$ cat src/rtl/serial_subtractor.sv
// Bit-serial N-bit subtractor: diff = a - b - b_in, one bit per clock, LSB first.
// Operands in and result out through valid/ready handshakes; the result holds until accepted.
module serial_subtractor #(
  parameter int N = 8
) (
  input  logic         clk,
  input  logic         rst_n,
  input  logic         in_valid,
  output logic         in_ready,
  input  logic [N-1:0] a,
  input  logic [N-1:0] b,
  input  logic         b_in,
  output logic         out_valid,
  input  logic         out_ready,
  output logic [N-1:0] diff,
  output logic         b_out
);

  localparam int CW = $clog2(N);

  typedef enum logic [1:0] {IDLE, BUSY, DONE} state_t;

  state_t         state;
  logic [N-1:0]   a_sr;
  logic [N-1:0]   b_sr;
  logic [N-1:0]   r_sr;
  logic           borrow;
  logic [CW-1:0]  cnt;
  logic           d_bit;
  logic           borrow_next;
  logic [N-1:0]   r_next;

  assign d_bit       = a_sr[0] ^ b_sr[0] ^ borrow;
  assign borrow_next = (~a_sr[0] & b_sr[0]) | (~(a_sr[0] ^ b_sr[0]) & borrow);
  assign r_next      = {d_bit, r_sr[N-1:1]};

  assign in_ready  = (state == IDLE);
  assign out_valid = (state == DONE);

  always_ff @(posedge clk or negedge rst_n) begin
    if (!rst_n) begin
      state  <= IDLE;
      a_sr   <= '0;
      b_sr   <= '0;
      r_sr   <= '0;
      borrow <= 1'b0;
      cnt    <= '0;
      diff   <= '0;
      b_out  <= 1'b0;
    end else begin
      case (state)
        IDLE: begin
          if (in_valid) begin
            a_sr   <= a;
            b_sr   <= b;
            borrow <= b_in;
            r_sr   <= '0;
            cnt    <= '0;
            state  <= BUSY;
          end
        end
        BUSY: begin
          a_sr   <= a_sr >> 1;
          b_sr   <= b_sr >> 1;
          r_sr   <= r_next;
          borrow <= borrow_next;
          cnt    <= cnt + 1'b1;
          // Last bit: publish the completed word including the bit computed this edge.
          if (cnt == CW'(N - 1)) begin
            diff  <= r_next;
            b_out <= borrow_next;
            state <= DONE;
          end
        end
        DONE: begin
          if (out_ready) state <= IDLE;
        end
        default: state <= IDLE;
      endcase
    end
  end

endmodule

$ cat config.mk
export PLATFORM = sky130hd
export DESIGN_NAME = serial_subtractor
export DESIGN_NICKNAME = d
export VERILOG_FILES = /design/src/rtl/serial_subtractor.sv
export SDC_FILE = /design/constraint.sdc
export NUM_CORES = 1
export LEC_CHECK = 0
export BUFFER_PORTS_ARGS = -buffer_cell sky130_fd_sc_hd__buf_4
export CAP_MARGIN = 20
export CORE_UTILIZATION = 58
export DETAILED_ROUTE_END_ITERATION = 7
export MAX_ROUTING_LAYER = met4
export PLACE_DENSITY_LB_ADDON = 0.15
export SLEW_MARGIN = 15
export SYNTH_ARGS = -nofsm -noshare
export SYNTH_HDL_FRONTEND = slang
export SYNTH_SLANG_ARGS = --single-unit
$ cat constraint.sdc
create_clock -name clk -period 2.4 [get_ports clk]
set_input_delay 0.24 -clock clk [delete_from_list [all_inputs] [get_ports clk]]
set_output_delay 0.24 -clock clk [all_outputs]
set_load 0.05 [all_outputs]
==> results.yml, run 1 <==
pwr:
  switchingPower_uw: 1080
  power.density_nw_per_um2: 1380
  p_seq_share_pct: 42.2
  pwr-share-clk_pct: 16.1
  p_leak_uw: 0.000906
  intPower_uw: 1620
  combPwrFrac_pct: 41.7
  ir_drop_mv: 0.906
  swShare_pct: 40.1
global_route:
  grt_pass1_wl_um: 5750
  grt_usage_pct: 24.5
  grt_max_degree: 39
  grt_overflow_total: 0
  grt_pass1_vias: 1221
  antenna_found_initial: 0
layout:
  layout_commonest_cell: "dfrtp_1"
  regArea_um2: 951
  drive_gt1_share_pct: 31.4
  multi_input_area_um2: 622
  final_cell_mix: "dfrtp_1, buf_4, o22ai_1"
  final_nets: 193
  postLayoutCoreUtil_pct: 75.3
  syn2layout_area_growth_pct: 18.0
  instances_no_fill: 199
  antenna_cells: 0
  fillers: 177
clock_network:
  postCtsSetupBuffers: 0
  post_cts_resized: 0
  cts_buffer_depth: 2
  cts_buffers: 5
  clock_latency_ns: 0.33
  numClockSinks: 38
  tritoncts: "done"
  clk_pin_slew_worst_paths_ns: 0.10
  htree_levels: 2
  hold_buffers: 1
  cts-root-buf: "clkbuf_4"
yosys:
  ys_warn_count: 0
  post_synth.cell_area_avg_um2: 11.9
  synth-simple-area-share_pct: 5.53
  synth_top_family_by_area: "compound AO/OA/AOI/OAI gates"
  syn_inst: 139
  synthesis.area_um2: 1650
  synthMuxAreaShare_pct: 5.45
  ys_seq_area_share_pct: 57.6
  synth-adder-area-share_pct: 2.73
  synth_top_area_share_pct: 57.6
  synth_area_leaders: "dfrtp_1, o22ai_1, mux2_2, a22o_1, a21oi_1"
  synth.distinct_cells: 24
  synth_top_area_cell: "dfrtp_1"
  synthesis.nets: 163
  synth-xor-area-share_pct: 0
  synth_compound_area_share_pct: 23.9
  ys_seq_elements: 38
sta:
  setup_viol: 0
  setup_ws_ns: 0.603
  fin_setup_tns_ns: 0
  fmax_mhz: 556
  drv_slew: 0
  finClkSkew_ns: 0.00818
  period_share_pct: 74.9
  hold_slack_ns: 0.0806
  finalCriticalPeriod_ns: 1.80
  finalHoldViolCount: 0
  relSlewSlack_pct: 62.6
  tightest_slew_ns: 0.561
  rsz0062_at_grt: "false"
flow_run:
  maxCapViolations: 0
worst_setup_path:
  required_ns: 2.16
  r2r_slack_ns: 0.67
  crit_type: "flop to output port"
  cp-start-kind: "flop"
  critical_path_peak_fanout: 15
  end_kind: "output port"
  worstPathArrival_ns: 1.56
die:
  io_pins: 32
  rows: 18
  initial_core_util_pct: 63.8
  die_area_um2: 3060
  die_y_um: 55.4
  die_w_um: 55.4
  core_um2: 2590
drt:
  routed_wl_um: 3360
  wl_per_cell_um: 16.9
  firstDrtPassIters: 4
  vias: 1260
  remaining_drc_errors: 0
  drtIter0Drc: 54
  vias_per_cell: 6.33
  ant_nets: 0
placed_design:
  portBuffers: 31
  pre_cts_ws_ns: 0.681
  dp.final_hpwl_um: 2220
  place_congestion: 0.733
  post-place-cells: 191
run_status:
  status: "completed"
worst_hold_path:
  hp-class: "primary input to flop"
## cell usage after synthesis
cell      instances
dfrtp_1          38
o22ai_1          26
a21oi_1          14
a22o_1           10
mux2_2            8
nor2_1            6
o21ai_0           6
buf_4             5
nand2_1           4
buf_2             3
ha_1              2
inv_1             2
inv_2             2
nand3b_1          2
nor2b_1           2
a221oi_2          1
buf_6             1
fa_1              1
nand2b_1          1
nand2b_2          1
nor2_4            1
o21bai_2          1
o221a_2           1
o31ai_1           1
## path summary, 6_finish.rpt
path                                      start                    to  cells past startpoint
setup reg to reg             cnt[0]$_DFFE_PN0P_   diff[4]$_DFFE_PN0P_                      4
setup / recovery           state[1]$_DFFE_PN0P_             out_valid                      3
min in group asynchronous                 rst_n   a_sr[7]$_DFFE_PN0P_                      2
hold / removal                        out_ready  state[1]$_DFFE_PN0P_                      2
max in group asynchronous                 rst_n   r_sr[4]$_DFFE_PN0P_                      2
hold reg to reg               b_out$_DFFE_PN0P_     b_out$_DFFE_PN0P_                      2
## worst max-delay path: stages, from the launching register on
cell	delay [ns]
dfrtp_1	0.62
inv_2	0.23
nor2_1	0.17
buf_4	0.22
## kinds of logic (layout without fill, tap and decap cells)
family | Yosys count | in the layout
flops | 38 | 38
mux | 8 | 8
simple gates | 17 | 17
buf+inv | 13 | 43
fa+ha+maj | 3 | 3
compound gates | 60 | 60
## state kept, by name (all words and copies together) (netlist names)
name and cells:
b_sr 8, b_out 1, borrow 1, r_sr 7, state 2, cnt 3
diff 8, a_sr 8
## layer usage
metal / routed length [um] / GRT usage, %
met2: 1610 / 36.7
met3: 164 / 5.39
met5: 0 / -
met1: 1550 / 33.6
met4: 31 / 7.50
## layout make-up
cell class	count	share of cell area, %
clock inverters	1	1.54
well taps	30	1.93
multi-input cells	88	31.9
clock buffers	6	2.63
inverters	4	0.770
repair buffers	32	12.5
flip-flops and latches	38	48.8
## stage by stage
step / power [uW] / cell area, um^2
after detailed placement: 2270 / 1860
after CTS: 2700 / 1950
after global placement: 2190 / 1860
after global routing: 2870 / 1950
final: 2700 / 1950
after floorplan: 1970 / 1650
## power groups by stage
stage | combinational (uW) | clock (uW) | sequential, uW
final | 1130 | 434 | 1140
after global routing | 1220 | 470 | 1170
after CTS | 1130 | 443 | 1140
after detailed placement | 1120 | 0 | 1150
after global placement | 1070 | 0 | 1120
after floorplan | 705 | 0 | 1260
Note: power is estimated with default switching activity, not from simulation.
==> inputs of run 2 (changes only) <==
--- a/config.mk
+++ b/config.mk
@@ -7,7 +7,7 @@
 export LEC_CHECK = 0
 export BUFFER_PORTS_ARGS = -buffer_cell sky130_fd_sc_hd__buf_4
 export CAP_MARGIN = 20
-export CORE_UTILIZATION = 58
+export CORE_UTILIZATION = 54
 export DETAILED_ROUTE_END_ITERATION = 7
 export MAX_ROUTING_LAYER = met4
 export PLACE_DENSITY_LB_ADDON = 0.15
==> constraint.sdc (replaced) <==
create_clock -name clk -period 1.8 [get_ports clk]
set_input_delay 0.18 -clock clk [delete_from_list [all_inputs] [get_ports clk]]
set_output_delay 0.18 -clock clk [all_outputs]
set_load 0.05 [all_outputs]
==> run 2 against run 1 <==
Net effect: the run now ends with DRC left; first-iteration DRC count up 30%; clock-buffer cell count up 1; design area up 1.0%; register-to-register slack worse by 0.40 ns; critical path depth unchanged; largest cell class unchanged; critical endpoint unchanged.
==> results.yml, run 2 (synthesized netlist as in run 1, its figures left out) <==
clock_network:
  cts_buffers: 5
  hold_buffers: 2
  post_cts_resized: 0
  htree_levels: 2
  cts-root-buf: "clkbuf_4"
  clock_latency_ns: 0.35
  cts_buffer_depth: 2
  numClockSinks: 38
  clk_pin_slew_worst_paths_ns: 0.11
  postCtsSetupBuffers: 0
  tritoncts: "done"
drt:
  drtIter0Drc: 70
  ant_nets: 0
  firstDrtPassIters: 6
  vias: 1287
  remaining_drc_errors: 3
  wl_per_cell_um: 17.1
  vias_per_cell: 6.25
  routed_wl_um: 3520
worst_setup_path:
  crit_chain: "inv_2 -> nor2_1 -> buf_4"
  end_kind: "output port"
  worstPathArrival_ns: 1.47
  required_ns: 1.62
  critical_path_peak_fanout: 15
  crit_type: "flop to output port"
  cp-start-kind: "flop"
  max_stage_delay_ns: 0.57
  crit_path_top_delay_cell: "dfrtp_1"
global_route:
  grt_pass1_vias: 1289
  grt_overflow_total: 0
  grt_usage_pct: 25.0
  grt_max_degree: 39
  antenna_found_initial: 0
  grt_pass1_wl_um: 5920
layout:
  final_cell_mix: "dfrtp_1, buf_4, o22ai_1"
  layout_commonest_cell: "dfrtp_1"
  multi_input_area_um2: 622
  fillers: 225
  syn2layout_area_growth_pct: 19.2
  largest_registers: "a_sr x8, b_sr x8, diff x8"
  drive_gt1_share_pct: 32.6
  antenna_cells: 0
  final_nets: 198
  regArea_um2: 951
sta:
  fin_setup_tns_ns: 0
  tightest_slew_ns: 0.488
  relSlewSlack_pct: 67.5
  finClkSkew_ns: 0.00806
  finalHoldViolCount: 0
  finalCriticalPeriod_ns: 1.65
  setup_viol: 0
  drv_slew: 0
  fmax_mhz: 605
  rsz0062_at_grt: "false"
  period_share_pct: 91.9
pwr:
  total_power_uw: 3510
  power.density_nw_per_um2: 1780
  ir_drop_mv: 0.941
  p_leak_uw: 0.000920
run_status:
  status: "finished with violations"
  violations: "DRC"
die:
  die_y_um: 57.3
  core_um2: 2830
  die_area_um2: 3280
  rows: 19
  initial_core_util_pct: 58.4
  io_pins: 32
  die_w_um: 57.3
placed_design:
  place_congestion: 0.749
  portBuffers: 31
  dp.final_hpwl_um: 2360
worst_hold_path:
  hp-class: "primary input to flop"
flow_run:
  maxCapViolations: 0
## run 2: metrics by stage
step | utilization [%] | instance area [um^2] | cells | hold WS [ns] | setup WS (ns)
floorplan | - | 1650 | 139 | -0.116 | 0.171
global placement | 66.8 | 1890 | 196 | 0.163 | 0.349
detailed placement | 66.8 | 1890 | 196 | 0.171 | 0.307
CTS | 69.6 | 1970 | 206 | 0.0707 | 0.152
global route | 69.6 | 1970 | 206 | 0.0845 | 0.0686
finish | 69.6 | 1970 | 206 | 0.0779 | 0.146
## run 2: where the power goes
group | internal (uW) | switching (uW)
Clock | 189 | 272
Sequential | 1220 | 292
Combinational | 639 | 893
Total | 2050 | 1460
## run 2: path summary, 6_finish.rpt
| check | from | end | slack (ns) | cells after the start |
|---|---|---|---|---|
| worst min-delay path | b[7] | b_sr[7]$_DFFE_PN0P_ | 0.08 | 3 |
| max in group asynchronous | rst_n | diff[1]$_DFFE_PN0P_ | 1.13 | 2 |
| min in group asynchronous | rst_n | b_sr[3]$_DFFE_PN0P_ | 0.32 | 2 |
| worst max register to register | cnt[0]$_DFFE_PN0P_ | diff[1]$_DFFE_PN0P_ | 0.27 | 5 |
| worst min register to register | diff[3]$_DFFE_PN0P_ | diff[3]$_DFFE_PN0P_ | 0.51 | 1 |
| worst max-delay path | state[1]$_DFFE_PN0P_ | out_valid | 0.15 | 3 |
## run 2: cell type report
type                       count  area share [%]
clock inverter                 1           0.254
clock buffer                   7            2.80
multi-input combinational     88            31.6
timing repair buffer          37            14.4
tap                           31            1.97
inverter                       4           0.762
sequential                    38            48.3
## run 2: per-layer routing
metal | wire length, um | GRT usage (%)
met1 | 1540 | 32.8
met2 | 1750 | 39.0
met3 | 181 | 4.76
met4 | 54 | 9.41
met5 | 0 | -
## run 2: worst max-delay path, delay by kind of cell, from the launching register on
family | cells | cell delay [ns]
buffers and inverters | 2 | 0.43
flip-flops | 1 | 0.57
AND/OR/NAND/NOR | 1 | 0.13
==> inputs of run 3 (changes only) <==
--- a/config.mk
+++ b/config.mk
@@ -7,6 +7,7 @@
 export LEC_CHECK = 0
 export BUFFER_PORTS_ARGS = -buffer_cell sky130_fd_sc_hd__buf_4
 export CAP_MARGIN = 20
+export CORE_MARGIN = 2
 export CORE_UTILIZATION = 54
 export DETAILED_ROUTE_END_ITERATION = 7
 export MAX_ROUTING_LAYER = met4
==> run 3 against run 2 <==
Net effect: the flow now finishes without violations; critical path depth increased by 1; worst hold slack improved by 0.0047 ns; sequential cell count is the same; wire length is 4.5% lower; die area is 7.1% higher; critical path type is now flop to flop; first-iteration DRC count fell by 19%; via count fell by 3.7%; critical endpoint is now diff[1]$_DFFE_PN0P_; register-to-register slack worse by 0.18 ns; sequential power about the same; setup slack lost 0.056 ns.
==> results.yml, run 3 (synthesized netlist as in run 1, its figures left out) <==
worst_hold_path:
  hp-class: "primary input to flop"
  hold_depth: 3
pwr:
  power.density_nw_per_um2: 1780
  ir_drop_mv: 0.881
  switchingPower_uw: 1450
  p_seq_share_pct: 42.8
  pwr-share-clk_pct: 13.6
  swShare_pct: 41.5
  intPower_uw: 2040
  combPwrFrac_pct: 43.6
  p_leak_uw: 0.000916
clock_network:
  clk_pin_slew_worst_paths_ns: 0.11
  postCtsSetupBuffers: 0
  cts-root-buf: "clkbuf_4"
  numClockSinks: 38
  hold_buffers: 2
  clock_latency_ns: 0.35
  cts_buffer_depth: 2
  htree_levels: 2
  tritoncts: "done"
  post_cts_resized: 0
  cts_buffers: 5
worst_setup_path:
  critical_path_peak_fanout: 10
  crit_type: "flop to flop"
  required_ns: 2.04
  rr_worst_depth: 4
  crit_path_top_delay_cell: "dfrtp_1"
  max_stage_delay_ns: 0.41
  end_kind: "flop"
  cp_common_cell: "ha_1"
  cp-start-kind: "flop"
  worstPathArrival_ns: 1.95
  crit_chain: "ha_1 -> ha_1 -> nand3b_1 -> mux2_2"
global_route:
  grt_overflow_total: 0
  grt_max_degree: 39
  grt_pass1_vias: 1209
  grt_pass1_wl_um: 5710
  grt_usage_pct: 22.9
  antenna_found_initial: 0
sta:
  period_share_pct: 95.0
  finalCriticalPeriod_ns: 1.71
  fin_setup_tns_ns: 0
  setup_viol: 0
  relSlewSlack_pct: 62.6
  tightest_slew_ns: 0.561
  fmax_mhz: 585
  rsz0062_at_grt: "false"
  drv_slew: 0
  finClkSkew_ns: 0.00525
  finalHoldViolCount: 0
layout:
  final_nets: 197
  largest_registers: "a_sr x8, b_sr x8, diff x8"
  syn2layout_area_growth_pct: 18.9
  antenna_cells: 0
  instances_no_fill: 207
  multi_input_area_um2: 622
  fillers: 246
  drive_gt1_share_pct: 32.2
  postLayoutCoreUtil_pct: 66.0
  regArea_um2: 951
  layout_commonest_cell: "dfrtp_1"
  final_cell_mix: "dfrtp_1, buf_4, o22ai_1"
run_status:
  status: "completed"
drt:
  highest_layer: "met4"
  vias: 1239
  firstDrtPassIters: 5
  met1_length_um: 1630
  wl_met3_um: 110
  vias_per_cell: 5.99
  ant_nets: 0
  wl_per_cell_um: 16.2
  remaining_drc_errors: 0
  routed_wl_um: 3360
  drtIter0Drc: 57
  route.met2.wl_um: 1530
die:
  die_y_um: 59.3
  initial_core_util_pct: 55.5
  core_um2: 2980
  io_pins: 32
  rows: 20
  die_area_um2: 3520
  die_w_um: 59.3
placed_design:
  dp.final_hpwl_um: 2210
  place_congestion: 0.811
  post-place-cells: 197
  portBuffers: 31
flow_run:
  maxCapViolations: 0
-- run 3: cell count changes in the layout (fill, tap and decap cells not counted) --
cell   before  now
buf_4      35   34
-- run 3: per-layer routing --
| metal | global-route usage, % | up-vias |
|---|---|---|
| met4 | 13.0 | 0 |
| met2 | 30.8 | 29 |
| met3 | 4.37 | 11 |
| li1 | - | 592 |
| met1 | 32.3 | 607 |
| met5 | - | - |
-- run 3: worst paths after layout --
| path | start | to | slack (ns) |
|---|---|---|---|
| min in group asynchronous | rst_n | b_sr[4]$_DFFE_PN0P_ | 0.31 |
| worst max-delay path | cnt[0]$_DFFE_PN0P_ | diff[1]$_DFFE_PN0P_ | 0.09 |
| worst min-delay path | b[7] | b_sr[7]$_DFFE_PN0P_ | 0.08 |
| worst max register to register | cnt[0]$_DFFE_PN0P_ | diff[1]$_DFFE_PN0P_ | 0.09 |
| max in group asynchronous | rst_n | diff[2]$_DFFE_PN0P_ | 1.16 |
| worst min register to register | b_out$_DFFE_PN0P_ | b_out$_DFFE_PN0P_ | 0.49 |
-- run 3: power groups by stage --
| stage | clock network (uW) | registers [uW] | logic [uW] |
|---|---|---|---|
| after CTS | 478 | 1490 | 1540 |
| after global placement | 0 | 1480 | 1480 |
| after detailed placement | 0 | 1510 | 1530 |
| after floorplan | 0 | 1680 | 940 |
| after global routing | 516 | 1550 | 1670 |
| final | 473 | 1490 | 1520 |
-- run 3: cell type report --
type / count / area share (%)
inverter: 4 / 0.764
multi-input combinational: 88 / 31.7
sequential: 38 / 48.4
timing repair buffer: 36 / 14.0
clock inverter: 1 / 0.255
tap: 33 / 2.10
clock buffer: 7 / 2.80
-- run 3: critical path, delay by kind of cell (launching register included) --
family | cells | cell delay [ns]
simple gates | 1 | 0.39
mux | 1 | 0.39
fa+ha+maj | 2 | 0.40
flops | 1 | 0.41
-- run 3: through the flow --
stage	worst slack (ns)	power (uW)	area, um^2	hold slack (ns)
finish	0.0899	3490	1960	0.0826
global route	0.0163	3730	1960	0.0725
CTS	0.101	3510	1960	0.0762
detailed placement	0.109	3040	1880	0.172
global placement	0.195	2960	1880	0.162
floorplan	0.171	2620	1650	-0.116
